==> src/rtl/veririscv_mem_arbiter_pkg.sv <==
// Shared types and defaults for the unified-RAM arbiter between instruction fetch and the MEM stage.
package veririscv_mem_arbiter_pkg;

  localparam int ADDR_W_DEFAULT     = 16;
  localparam int DATA_W_DEFAULT     = 32;
  localparam int STARVE_MAX_DEFAULT = 3;
  localparam int STARVE_CNT_W       = 4;

  // Who owns the read response that the RAM returns in the current cycle.
  typedef enum logic [1:0] {
    RD_OWNER_NONE = 2'd0,
    RD_OWNER_IBUS = 2'd1,
    RD_OWNER_DBUS = 2'd2
  } rd_owner_e;

endpackage

==> src/rtl/veririscv_mem_arbiter.sv <==
// Single-port RAM arbiter: dbus has priority, ibus is forced through after STARVE_MAX losses;
// read responses are steered back to the requester that issued them.
module veririscv_mem_arbiter
  import veririscv_mem_arbiter_pkg::*;
#(
  parameter int ADDR_W     = ADDR_W_DEFAULT,
  parameter int DATA_W     = DATA_W_DEFAULT,
  parameter int STARVE_MAX = STARVE_MAX_DEFAULT
) (
  input  logic                clk,
  input  logic                rst,
  input  logic                ibus_req,
  input  logic [ADDR_W-1:0]   ibus_addr,
  output logic                ibus_gnt,
  output logic                ibus_rvalid,
  output logic [DATA_W-1:0]   ibus_rdata,
  input  logic                dbus_req,
  input  logic                dbus_we,
  input  logic [DATA_W/8-1:0] dbus_be,
  input  logic [ADDR_W-1:0]   dbus_addr,
  input  logic [DATA_W-1:0]   dbus_wdata,
  output logic                dbus_gnt,
  output logic                dbus_rvalid,
  output logic [DATA_W-1:0]   dbus_rdata,
  output logic                ram_en,
  output logic                ram_we,
  output logic [DATA_W/8-1:0] ram_be,
  output logic [ADDR_W-1:0]   ram_addr,
  output logic [DATA_W-1:0]   ram_wdata,
  input  logic [DATA_W-1:0]   ram_rdata
);

  localparam int BE_W = DATA_W / 8;
  localparam logic [STARVE_CNT_W-1:0] STARVE_LIM = STARVE_CNT_W'(STARVE_MAX);

  // Handshake: a requester raises req with a stable address and holds both until it sees gnt
  // in the same cycle; gnt is combinational and nothing is buffered. A granted read returns
  // exactly one cycle later with rvalid, and rdata is only meaningful while rvalid is high.

  logic [STARVE_CNT_W-1:0] starve_cnt;
  rd_owner_e               rd_owner;
  logic                    ibus_win;
  logic                    dbus_win;

  always_comb begin
    ibus_win = 1'b0;
    dbus_win = 1'b0;
    if (!rst) begin
      ibus_win = ibus_req && (!dbus_req || (starve_cnt == STARVE_LIM));
      dbus_win = dbus_req && !ibus_win;
    end
  end

  assign ibus_gnt = ibus_win;
  assign dbus_gnt = dbus_win;
  assign ram_en   = ibus_win | dbus_win;

  // Write-side fields are held at zero unless the data port owns the RAM this cycle.
  always_comb begin
    ram_we    = 1'b0;
    ram_be    = '0;
    ram_addr  = '0;
    ram_wdata = '0;
    if (ibus_win) begin
      ram_addr = ibus_addr;
    end else if (dbus_win) begin
      ram_we    = dbus_we;
      ram_be    = dbus_be;
      ram_addr  = dbus_addr;
      ram_wdata = dbus_wdata;
    end
  end

  always_ff @(posedge clk) begin
    if (rst) begin
      starve_cnt <= '0;
      rd_owner   <= RD_OWNER_NONE;
    end else begin
      if (ibus_win) begin
        rd_owner <= RD_OWNER_IBUS;
      end else if (dbus_win && !dbus_we) begin
        rd_owner <= RD_OWNER_DBUS;
      end else begin
        rd_owner <= RD_OWNER_NONE;
      end

      if (ibus_win || !ibus_req) begin
        starve_cnt <= '0;
      end else if (dbus_win && (starve_cnt != STARVE_LIM)) begin
        starve_cnt <= starve_cnt + 1'b1;
      end
    end
  end

  // A read granted just before reset must not surface while reset is asserted.
  assign ibus_rvalid = !rst && (rd_owner == RD_OWNER_IBUS);
  assign dbus_rvalid = !rst && (rd_owner == RD_OWNER_DBUS);
  assign ibus_rdata  = ram_rdata;
  assign dbus_rdata  = ram_rdata;

  logic unused_be_w;
  assign unused_be_w = (BE_W == 0);

endmodule
==> config.mk <==
export PLATFORM = sky130hd
export DESIGN_NAME = veririscv_mem_arbiter
export DESIGN_NICKNAME = d
export VERILOG_FILES = /design/src/rtl/veririscv_mem_arbiter_pkg.sv /design/src/rtl/veririscv_mem_arbiter.sv
export SDC_FILE = /design/constraint.sdc
export NUM_CORES = 1
export LEC_CHECK = 0
export BUFFER_PORTS_ARGS = -buffer_cell sky130_fd_sc_hd__buf_2
export CORE_AREA = 10 10 79 81
export DETAILED_ROUTE_END_ITERATION = 8
export DIE_AREA = 0 0 89 91
export GPL_ROUTABILITY_DRIVEN = 1
export PLACE_DENSITY = 0.79
export SYNTH_ARGS = -nofsm -noshare
export SYNTH_HDL_FRONTEND = slang
export SYNTH_SLANG_ARGS = --single-unit
==> constraint.sdc <==
create_clock -name clk -period 3.55 [get_ports clk]
set_input_delay 0.355 -clock clk [delete_from_list [all_inputs] [get_ports clk]]
set_output_delay 0.355 -clock clk [all_outputs]
set_load 0.03 [all_outputs]
==> impl_metrics.csv <==
group,metric,value,unit
run_status,status,"completed",
cells_and_area,final_nets,323,
routing,routedWlPerCell,16.8,µm
worst_setup_path,path_buf_inv,1,
placement,dpl.hpwl,3.86,mm
worst_setup_path,cpPeakStageDelay,0.47,ns
cts,hold_buffers,0,
die,fp.dieW,89,µm
synth,netlist_top_cells_area,"buf_4, and2_1, a22o_2, dfxtp_1, a311oi_4",
synth,ys_warn_count,0,
sta,max_slew_margin,0.646,
synth,ys_ff_latch,6,
worst_setup_path,worstPathArrival,2.18,ns
power_and_ir_drop,p_switching,0.133,mW
synth,ys_seq_area_frac,0.100,
sta,worst_pin_slew,0.530,ns
synth,synth_area_leader_cell,"buf_4",
routing,finalWirelength,4.51,mm
cts,cts_tree,"done",
die,ios,227,
cts,clock_latency,0.22,ns
sta,setup_tns,0,ns
sta,period_minus_slack,2.54,ns
routing,drc_errors,0,
sta,finalMaxSlewViolations,0,
sta,rsz0062_at_grt,"false",
cells_and_area,drive_above_1_share,0.716,
cells_and_area,area_growth,20.7,%
cells_and_area,final_area,0.00144,mm²
power_and_ir_drop,p_clk_frac,0.293,
synth,syn-mean-instance-area,7.92,µm²
synth,synth_nets,257,
power_and_ir_drop,p_leak,0.882,nW
die,rows,25,
worst_setup_path,crit_family,"compound AO/OA/AOI/OAI gates",
worst_setup_path,startpoint_type,"register",
placement,gp_congestion,0.797,
cts,cts_root_buffer,"clkbuf_8",
power_and_ir_drop,pwr_density_cell,238,mW/mm²
sta,fmax,394,MHz
grt,antenna_found_initial,0,
worst_setup_path,end_kind,"output pin",
routing,routed-via-count,1144,
synth,syn_inst,151,
power_and_ir_drop,switching_share,0.387,
cts,cts_setup_buffers,0,
worst_setup_path,cp_slowest_cell,"a21oi_4",
grt,grt-ovfl-total,0,
sta,setup_viol,0,
sta,fin_crit_sh,0.714,
routing,routed_via_density,4.25,
power_and_ir_drop,seq_power_share,0.204,
cts,clock-sinks,6,
cells_and_area,antenna_cells,0,
cts,cts_max_level,1,
synth,yosysTopAreaCellShare,0.408,
worst_setup_path,worstPathMaxFanout,17,
routing,drt-initial-drc-count,17,
routing,dr.pass1.iters,4,
grt,grt_max_degree,56,
routing,drtAntennaViolNets,0,
cts,numCtsBuffers,3,
die,die_area,0.00810,mm²
sta,fin_skew,0.00251,ns
grt,grt_pass1_wl,6.42,mm
synth,yosysUniqueCellTypes,23,
grt,grt_pass1_vias,1196,
placement,place_area,0.00140,mm²
placement,numPortBuffers,130,
run,cap_violations,0,
synth,synth_area,0.00120,mm²
worst_setup_path,setup.worst_path.class,"register to output pin",
cts,cts_resized,0,
worst_hold_path,hold_path_class,"input port to register",
cts,clk_path_buf_depth,2,
die,coreArea,0.00466,mm²
power_and_ir_drop,ir_worst_vdd,0.000212,V
die,start_util,0.257,
placement,pre_cts_slack,1.21,ns
cells_and_area,fin_util,0.310,
cts,clk_pin_slew,0.04,ns
power_and_ir_drop,intPower,0.211,mW
worst_setup_path,crit_chain,"ha_1 -> or3b_4 -> a21oi_4 -> a22o_2 -> buf_2",
power_and_ir_drop,power_frac_comb,0.503,
grt,track_usage,0.0981,
die,die_h,91,µm
sta,fin_ws,1.01,ns
worst_setup_path,required,3.19,ns
sta,holdWs,0.297,ns
sta,hold_viol,0,
area by class of cell:
class	count	area (µm²)
fillers	494	3220
repair buffers	131	658
multi-input cells	73	549
flip-flops and latches	6	120
well taps	54	67.6
clock buffers	3	41.3
inverters	2	7.51
layout by cell type (no fill, tap or decap), types with 2 or more instances in the layout:
master    instances
nor3b_1           2
clkbuf_8          3
and2_1           37
nor3_1            4
buf_2           130
nor2_1            3
a22o_2           16
dfxtp_1           6
worst reg2reg max path: stages, from the launching register on:
cell and delay (ns):
dfxtp_1 0.32, ha_1 0.26, a311oi_4 0.21, buf_4 0.42
nor2b_1 0.18
Yosys cell counts:
master	count
nor3b_1	2
nor2b_1	1
a21oi_4	1
a311oi_4	1
xor2_1	1
inv_1	1
inv_2	1
and2_1	37
dfxtp_1	6
nand3_1	1
ha_1	1
xnor2_1	1
nand2_1	1
nor3_1	4
a22o_2	16
buf_6	1
or2b_1	1
or3b_4	1
buf_2	1
buf_4	65
a21oi_1	1
nor2_1	3
clkbuf_2	3
per-stage QoR:
step	total power [mW]	cells
floorplan	0.309	151
global placement	0.245	266
detailed placement	0.247	266
CTS	0.350	269
global route	0.365	269
finish	0.344	269
power by group through the flow:
stage / Sequential, mW / Clock (mW) / Combinational [mW]
6_report: 0.0703 / 0.101 / 0.173
5_1_grt: 0.0703 / 0.108 / 0.187
4_1_cts: 0.0702 / 0.104 / 0.176
3_5_place_dp: 0.0712 / 0 / 0.176
3_3_place_gp: 0.0711 / 0 / 0.174
2_1_floorplan: 0.0710 / 0 / 0.238
logic make-up after synthesis:
logic type / after synthesis / synth area share
buf+inv: 72 / 0.440
fa+ha+maj: 1 / 0.0105
simple gates: 51 / 0.260
compound gates: 19 / 0.174
flops: 6 / 0.100
xor+xnor: 2 / 0.0146
final timing paths:
path | from | to | slack, ns | cells past startpoint
min | dbus_we | rd_owner[1]$_SDFF_PP0_ | 0.30 | 2
max | starve_cnt[0]$_SDFFE_PP0P_ | ram_addr[5] | 1.01 | 5
max reg2reg | starve_cnt[0]$_SDFFE_PP0P_ | rd_owner[1]$_SDFF_PP0_ | 2.10 | 4
min reg2reg | starve_cnt[0]$_SDFFE_PP0P_ | starve_cnt[0]$_SDFFE_PP0P_ | 0.48 | 1
registers in the layout (all words and copies together), names as in the netlist:
| register | count |
|---|---|
| starve_cnt | 4 |
| rd_owner | 2 |
per-layer routing:
metal  share of wire  GRT usage  vias up
met5               0          0        -
met4           0.050     0.0623        0
met3            0.14     0.0483       29
met2            0.49      0.171       88
met1            0.32     0.0866      471
li1                -          -      556
(Power assumes the default switching activity.)
